### src/rtl/nvdla_dmaif_wr_nport_pkg.sv
// Shared constants and helpers for the write-DMA interface router.
// Payload field positions, interface indices and a constant clog2.
package nvdla_dmaif_wr_nport_pkg;

  function automatic int clog2(input int value);
    int r;
    r = 0;
    while ((1 << r) < value) r++;
    return r;
  endfunction

  localparam int DEF_PD_W     = 515;
  localparam int CMD_FLAG_BIT = DEF_PD_W - 1;
  localparam int ACK_BIT      = 77;

  localparam int IF_CVIF = 0;
  localparam int IF_MCIF = 1;

endpackage

### src/rtl/nvdla_dmaif_skid2.sv
// Two-entry skid buffer with registered outputs and full throughput.
// o_ready depends only on internal state, never on i_valid.
module nvdla_dmaif_skid2
  import nvdla_dmaif_wr_nport_pkg::*;
#(
  parameter int W = 8
) (
  input  logic         i_clk,
  input  logic         i_rstn,
  input  logic         i_valid,
  output logic         o_ready,
  input  logic [W-1:0] i_data,
  output logic         o_valid,
  input  logic         i_ready,
  output logic [W-1:0] o_data
);

  logic         r_out_vld;
  logic         r_skid_vld;
  logic [W-1:0] r_out_data;
  logic [W-1:0] r_skid_data;
  logic         w_push;
  logic         w_load;

  assign o_ready = !r_skid_vld;
  assign w_push  = i_valid & !r_skid_vld;
  // The output register may be refilled when it is empty or being drained.
  assign w_load  = !r_out_vld | i_ready;

  always_ff @(posedge i_clk) begin
    if (!i_rstn) begin
      r_out_vld  <= 1'b0;
      r_skid_vld <= 1'b0;
    end else if (w_load) begin
      r_out_vld  <= r_skid_vld | w_push;
      r_skid_vld <= 1'b0;
    end else if (w_push) begin
      r_skid_vld <= 1'b1;
    end
  end

  always_ff @(posedge i_clk) begin
    if (w_load) begin
      r_out_data <= r_skid_vld ? r_skid_data : i_data;
    end else if (w_push) begin
      r_skid_data <= i_data;
    end
  end

  assign o_valid = r_out_vld;
  assign o_data  = r_out_data;

endmodule

### src/rtl/nvdla_dmaif_wr_nport.sv
// Write-DMA router: steers engine beats to NUM_IF interfaces and returns acks in issue order.
// Optional NVDLA_DMAIF_WR_ERR_CHK_EN adds a sticky dmaif_wr_err for unexpected completions.
module nvdla_dmaif_wr_nport
  import nvdla_dmaif_wr_nport_pkg::*;
#(
  parameter  int NUM_IF    = 2,
  parameter  int PD_W      = DEF_PD_W,
  parameter  int ACK_BIT   = nvdla_dmaif_wr_nport_pkg::ACK_BIT,
  parameter  int ACK_DEPTH = 8,
  localparam int SEL_W     = (clog2(NUM_IF) > 1) ? clog2(NUM_IF) : 1,
  localparam int CNT_W     = clog2(ACK_DEPTH + 1)
) (
  input  logic                   nvdla_core_clk,
  input  logic                   nvdla_core_rstn,
  input  logic [SEL_W-1:0]       reg2dp_dst_ram_type,
  input  logic [PD_W-1:0]        dmaif_wr_req_pd,
  input  logic                   dmaif_wr_req_pvld,
  output logic                   dmaif_wr_req_prdy,
  output logic                   dmaif_wr_rsp_complete,
  output logic [NUM_IF*PD_W-1:0] if_wr_req_pd,
  output logic [NUM_IF-1:0]      if_wr_req_valid,
  input  logic [NUM_IF-1:0]      if_wr_req_ready,
  input  logic [NUM_IF-1:0]      if_wr_rsp_complete,
  output logic [CNT_W-1:0]       ack_outstanding
`ifdef NVDLA_DMAIF_WR_ERR_CHK_EN
  ,
  output logic                   dmaif_wr_err
`endif
);

  localparam int PTR_W = clog2(ACK_DEPTH);
  localparam int SEL_N = 1 << SEL_W;
  localparam logic [CNT_W-1:0] CNT_MAX = CNT_W'(ACK_DEPTH);

  logic              w_sel_ok, w_need_ack, w_ack_room, w_accept, w_push;
  logic              w_head_hit, w_release;
  logic [SEL_N-1:0]  w_rdy_pad;
  logic [NUM_IF-1:0] w_skid_rdy, w_push_if, w_cmp_used, w_pend_used, w_pop_if;
  logic [SEL_W-1:0]  w_head;

  logic [SEL_W-1:0]  r_fifo [ACK_DEPTH];
  logic [PTR_W-1:0]  r_wr_ptr, r_rd_ptr;
  logic [CNT_W-1:0]  r_count;
  logic [CNT_W-1:0]  r_pend [NUM_IF];
  logic [NUM_IF-1:0] r_cmp;
  logic              r_rsp;

  assign w_sel_ok   = (int'(reg2dp_dst_ram_type) < NUM_IF);
  assign w_need_ack = !dmaif_wr_req_pd[PD_W-1] & dmaif_wr_req_pd[ACK_BIT];
  assign w_ack_room = (r_count < CNT_MAX) | w_release;

  // Padded so an out-of-range select indexes a zero instead of a missing bit.
  always_comb begin
    w_rdy_pad = '0;
    for (int k = 0; k < NUM_IF; k++) w_rdy_pad[k] = w_skid_rdy[k];
  end

  assign dmaif_wr_req_prdy = w_sel_ok & w_rdy_pad[reg2dp_dst_ram_type] &
                             (!w_need_ack | w_ack_room);
  assign w_accept = dmaif_wr_req_pvld & dmaif_wr_req_prdy;
  assign w_push   = w_accept & w_need_ack;
  assign w_head   = r_fifo[r_rd_ptr];

  // A fresh completion at the head is consumed before any banked one.
  always_comb begin
    w_head_hit  = 1'b0;
    w_cmp_used  = '0;
    w_pend_used = '0;
    w_pop_if    = '0;
    for (int k = 0; k < NUM_IF; k++) begin
      if (w_head == SEL_W'(k)) w_head_hit = r_cmp[k] | (r_pend[k] != '0);
    end
    w_release = (r_count != '0) & w_head_hit;
    for (int k = 0; k < NUM_IF; k++) begin
      w_pop_if[k]    = w_release & (w_head == SEL_W'(k));
      w_cmp_used[k]  = w_pop_if[k] & r_cmp[k];
      w_pend_used[k] = w_pop_if[k] & !r_cmp[k];
    end
  end

  for (genvar k = 0; k < NUM_IF; k++) begin : g_if
    assign w_push_if[k] = w_accept & (reg2dp_dst_ram_type == SEL_W'(k));
    nvdla_dmaif_skid2 #(.W(PD_W)) u_skid (
      .i_clk   (nvdla_core_clk),
      .i_rstn  (nvdla_core_rstn),
      .i_valid (w_push_if[k]),
      .o_ready (w_skid_rdy[k]),
      .i_data  (dmaif_wr_req_pd),
      .o_valid (if_wr_req_valid[k]),
      .i_ready (if_wr_req_ready[k]),
      .o_data  (if_wr_req_pd[k*PD_W +: PD_W])
    );
  end

  always_ff @(posedge nvdla_core_clk) begin
    if (!nvdla_core_rstn) begin
      r_wr_ptr <= '0;
      r_rd_ptr <= '0;
      r_count  <= '0;
      r_cmp    <= '0;
      r_rsp    <= 1'b0;
    end else begin
      r_cmp <= if_wr_rsp_complete;
      r_rsp <= w_release;
      if (w_push)    r_wr_ptr <= r_wr_ptr + 1'b1;
      if (w_release) r_rd_ptr <= r_rd_ptr + 1'b1;
      case ({w_push, w_release})
        2'b10:   r_count <= r_count + 1'b1;
        2'b01:   r_count <= r_count - 1'b1;
        default: r_count <= r_count;
      endcase
    end
  end

  always_ff @(posedge nvdla_core_clk) begin
    if (w_push) r_fifo[r_wr_ptr] <= reg2dp_dst_ram_type;
  end

  // Banked completions saturate; one arriving at the limit is dropped.
  always_ff @(posedge nvdla_core_clk) begin
    for (int k = 0; k < NUM_IF; k++) begin
      if (!nvdla_core_rstn) begin
        r_pend[k] <= '0;
      end else if (r_cmp[k] && !w_cmp_used[k]) begin
        if (r_pend[k] != CNT_MAX) r_pend[k] <= r_pend[k] + 1'b1;
      end else if (w_pend_used[k]) begin
        r_pend[k] <= r_pend[k] - 1'b1;
      end
    end
  end

`ifdef NVDLA_DMAIF_WR_ERR_CHK_EN
  logic [CNT_W-1:0] r_tag [NUM_IF];
  logic             r_err;

  // A bank that would reach or pass its tagged-entry count is unexpected.
  always_ff @(posedge nvdla_core_clk) begin
    if (!nvdla_core_rstn) begin
      r_err <= 1'b0;
      for (int k = 0; k < NUM_IF; k++) r_tag[k] <= '0;
    end else begin
      for (int k = 0; k < NUM_IF; k++) begin
        case ({w_push & w_push_if[k], w_pop_if[k]})
          2'b10:   r_tag[k] <= r_tag[k] + 1'b1;
          2'b01:   r_tag[k] <= r_tag[k] - 1'b1;
          default: r_tag[k] <= r_tag[k];
        endcase
        if (r_cmp[k] && !w_cmp_used[k] && (r_pend[k] >= r_tag[k])) r_err <= 1'b1;
      end
    end
  end

  assign dmaif_wr_err = r_err;
`endif

  assign dmaif_wr_rsp_complete = r_rsp;
  assign ack_outstanding       = r_count;

endmodule

### config.mk
export PLATFORM = sky130hd
export DESIGN_NAME = nvdla_dmaif_wr_nport
export DESIGN_NICKNAME = d
export VERILOG_FILES = /design/src/rtl/nvdla_dmaif_wr_nport_pkg.sv /design/src/rtl/nvdla_dmaif_skid2.sv /design/src/rtl/nvdla_dmaif_wr_nport.sv
export SDC_FILE = /design/constraint.sdc
export NUM_CORES = 2
export LEC_CHECK = 0
export BUFFER_PORTS_ARGS = -buffer_cell sky130_fd_sc_hd__clkbuf_2
export CAP_MARGIN = 20
export CORE_AREA = 4 4 605 607
export DETAILED_ROUTE_END_ITERATION = 6
export DIE_AREA = 0 0 609 611
export SYNTH_ARGS = -nofsm -noshare
export SYNTH_HDL_FRONTEND = slang
export SYNTH_HIERARCHICAL = 1
export SYNTH_SLANG_ARGS = --single-unit
### constraint.sdc
create_clock -name nvdla_core_clk -period 153.1 [get_ports nvdla_core_clk]
set_input_delay 22.965 -clock nvdla_core_clk [delete_from_list [all_inputs] [get_ports nvdla_core_clk]]
set_output_delay 22.965 -clock nvdla_core_clk [all_outputs]
set_load 0.01 [all_outputs]
==> results by group <==
Power and ir drop
  • Pwr Density: 13.4 mW/mm2
  • Final Power: 1.31 mW
  • Leak pwr: 35.4 nW
  • VDD IR max: 0.00971 mV

Die
  • Die width: 609 um
  • Number of core rows: 221
  • Full die area: 0.372 mm2
  • Top-level I/O count: 1561
  • Die Span Y: 611 um
  • Core ar.: 0.361 mm2
  • Starting density of the core: 0.213

Synth
  • Share of the yosys chip area belonging to registers: 0.814
  • Yosys reg bits: 2096
  • Post-Syn Instances: 3406
  • Mapped Nets: 3940
  • Synth cell count leaders: edfxtp_1 (2076), mux2_2 (830), mux2_4 (200)
  • Post-Syn Area per Cell: 22.6 um2
  • Number of synthesized flops with an enable pin: 2076
  • Post-synth top area cell: edfxtp_1
  • Mapped Area: 0.0771 mm2
  • Synth area leaders: edfxtp_1 (81%), mux2_2 (12%), mux2_4 (3.9%), buf_4 (0.60%), dfxtp_1 (0.52%)
  • Post-synth top area share: 0.809
  • Most numerous cell in the Yosys netlist: edfxtp_1
  • Asr flop ratio synth: 0
  • Distinct cell type count after synthesis: 45
  • Synth warn: 6
  • Top_reg_cell synth: edfxtp_1

Routing
  • Post-route DRC violation count: 1
  • Via density: 4.03
  • Final ANT Viol Nets: 0
  • Drt pass-1 iters: 7
  • Final wirelength: 266000 um
  • Wirelength per Cell: 26.3 um
  • Detailed Route Iter0 Violations: 3704
  • Via Count: 40900

Timing
  • FMAX: 21.3 MHz
  • Fin. max-slew vios: 0
  • Setup Skew: 81.8 ps
  • Rel. slew slack: 0.274
  • Tcrit/Tclk final: 0.307
  • Hold Vio Cnt, Final: 0
  • Final setup vio count: 0
  • Setup TNS: 0 ps
  • RSZ-0062 raised after global routing: no
  • Measured slew at the worst slew-check pin: 1090 ps
  • Period minus WS final: 47000 ps

Clocking
  • Hold-fix buffers, CTS: 0
  • Postcts setup bufs: 0
  • Clock sinks: 2096
  • Reg clk slew, reported paths: 60 ps
  • CTS root buffer: clkbuf_16
  • CTS Buffer Depth: 4
  • Inserted Clock Buffers: 222
  • Clk Latency, worst-skew pair: 890 ps
  • Post-CTS sizing: 0
  • H-tree depth: 4
  • CTS tree: built

Critical path
  • Setup Crit Path Kind: in2out
  • Reg2Reg Setup Slack: 146210 ps
  • Worst reg2reg path endpoint: g_if[0].u_skid/r_skid_data[175]
  • CP Launch Type: input pin
  • Arrival time worst endpoint: 24030 ps
  • Buf/Inv on CP: 2
  • CP required: 130130 ps
  • Crit Path Max Fanout: 11
  • CP most frequent cell: clkbuf_2
  • CP peak stage delay: 300 ps
  • R2r worst-path depth: 13
  • Crit. End Element: output pin
  • CP top delay family: compound AO/OA/AOI/OAI gates
  • Worst path slowest cell: o21a_1
  • Worst path cell trace: clkbuf_2 -> nor2b_1 -> a21o_1 -> o21a_1 -> clkbuf_2

Outcome
  • Status: finished with violations
  • Violated checks: design-rule violations

Global routing
  • Largest net degree at the start of global routing: 126
  • First-pass GRT wire length: 355000 um
  • Initial antenna violation count: 63
  • Total GRT Usage: 0.135
  • GRT overflow: 0
  • Vias in the first global route: 41100

Placement
  • Detail Placement HPWL: 201000 um
  • Placed cell area: 0.0905 mm2
  • Cells after DPL: 9699
  • Gpl congestion: 0.899
  • Port buffer count: 1560

Job
  • Max Cap Viol: 0

Final layout
  • Final Util: 0.271
  • Filler Cell Count: 36300
  • Post-route cell area: 0.0978 mm2
  • Layout Area Growth over Synthesis: 26.9%
  • Share of layout cells above drive strength 1: 0.561
  • Post-Layout Cell Count: 10100
  • Total Nets Final: 5663

Min path
  • Hold depth: 2
  • Min-delay src: r_rd_ptr[1]
  • Worst hold path type: reg2reg
[where the power goes]
group / switching, mW / internal, mW / total [mW]
Combinational: 0.0626 / 0.0372 / 0.0998
Sequential: 0.0128 / 0.659 / 0.672
Clock: 0.230 / 0.304 / 0.534
Total: 0.306 / 1.00 / 1.31
[how the worst max path moves through the flow]
stage	to	cells past startpoint	from
4_1_cts	dmaif_wr_req_prdy	5	dmaif_wr_req_pd[514]
6_report	dmaif_wr_req_prdy	5	reg2dp_dst_ram_type
3_3_place_gp	dmaif_wr_req_prdy	5	dmaif_wr_req_pd[514]
3_5_place_dp	dmaif_wr_req_prdy	5	dmaif_wr_req_pd[514]
5_1_grt	dmaif_wr_req_prdy	5	dmaif_wr_req_pd[514]
2_1_floorplan	g_if[0].u_skid/r_skid_data[0]	2	if_wr_req_ready[0]
[metal layers]
metal	wire length [um]	track usage	up-vias	share of wire
met4	13500	0.0601	14	0.051
met5	80	0	-	0.00030
met3	19200	0.0355	411	0.072
met2	131000	0.229	1785	0.49
li1	-	-	17200	-
met1	102000	0.160	21500	0.38
[through the flow]
stage / setup WS [ps] / hold WS [ps]
floorplan: 1110 / 449
global placement: 106040 / 470
detailed placement: 106060 / 479
CTS: 106060 / 488
global route: 106060 / 513
finish: 106100 / 482
[cells by family (layout without fill, tap and decap cells)]
kind of cell | Yosys count | after routing | synth area share
buf+inv | 134 | 2046 | 0.0124
flops | 2096 | 2096 | 0.814
compound gates | 29 | 29 | 0.00248
fa+ha+maj | 11 | 11 | 0.00188
simple gates | 89 | 89 | 0.00648
other cells | 0 | 32 | 0
xor+xnor | 6 | 6 | 0.000682
mux | 1041 | 1041 | 0.162
[sequential cells by signal (all words and copies together), names as in the netlist, named ones only]
register / cells
dmaif_wr_rsp_complete: 1
r_fifo: 8
g_if.u_skid/o_data: 1030
g_if.u_skid/r_skid_vld: 2
r_pend: 8
r_wr_ptr: 3
g_if.u_skid/r_skid_data: 1030
g_if.u_skid/o_valid: 2
ack_outstanding: 4
r_rd_ptr: 3
r_cmp: 2
[layout make-up]
class / instances / area (um2) / area share
clock inverters: 144 / 1460 / 0.0149
well taps: 4794 / 6000 / 0.0613
inverters: 13 / 48.8 / 0.000499
repair buffers: 1620 / 8300 / 0.0848
diodes: 32 / 80.1 / 0.000819
flip-flops and latches: 2096 / 62700 / 0.642
multi-input cells: 1176 / 13400 / 0.137
clock buffers: 269 / 5750 / 0.0588
[cell usage in the layout (no fill, tap or decap), types with 7 or more instances in the layout]
master / instances
bufinv_16: 20
clkbuf_16: 223
clkinvlp_4: 10
ha_1: 10
mux2_2: 830
mux2i_1: 8
clkinv_4: 11
and2_1: 7
edfxtp_1: 2076
dfxtp_1: 18
nand2_1: 18
clkinv_1: 43
diode_2: 32
nor2_1: 11
inv_1: 13
buf_4: 57
clkinv_2: 44
o21ai_0: 7
clkbuf_1: 46
mux2_4: 200
nor4_1: 7
clkbuf_2: 1560
[worst min-delay path, cell delays in order, from the launching register on]
cell     delay, ps
dfxtp_1        320
nand2_1         50
o21ai_0         90
Power figures use the tool's default switching activity.
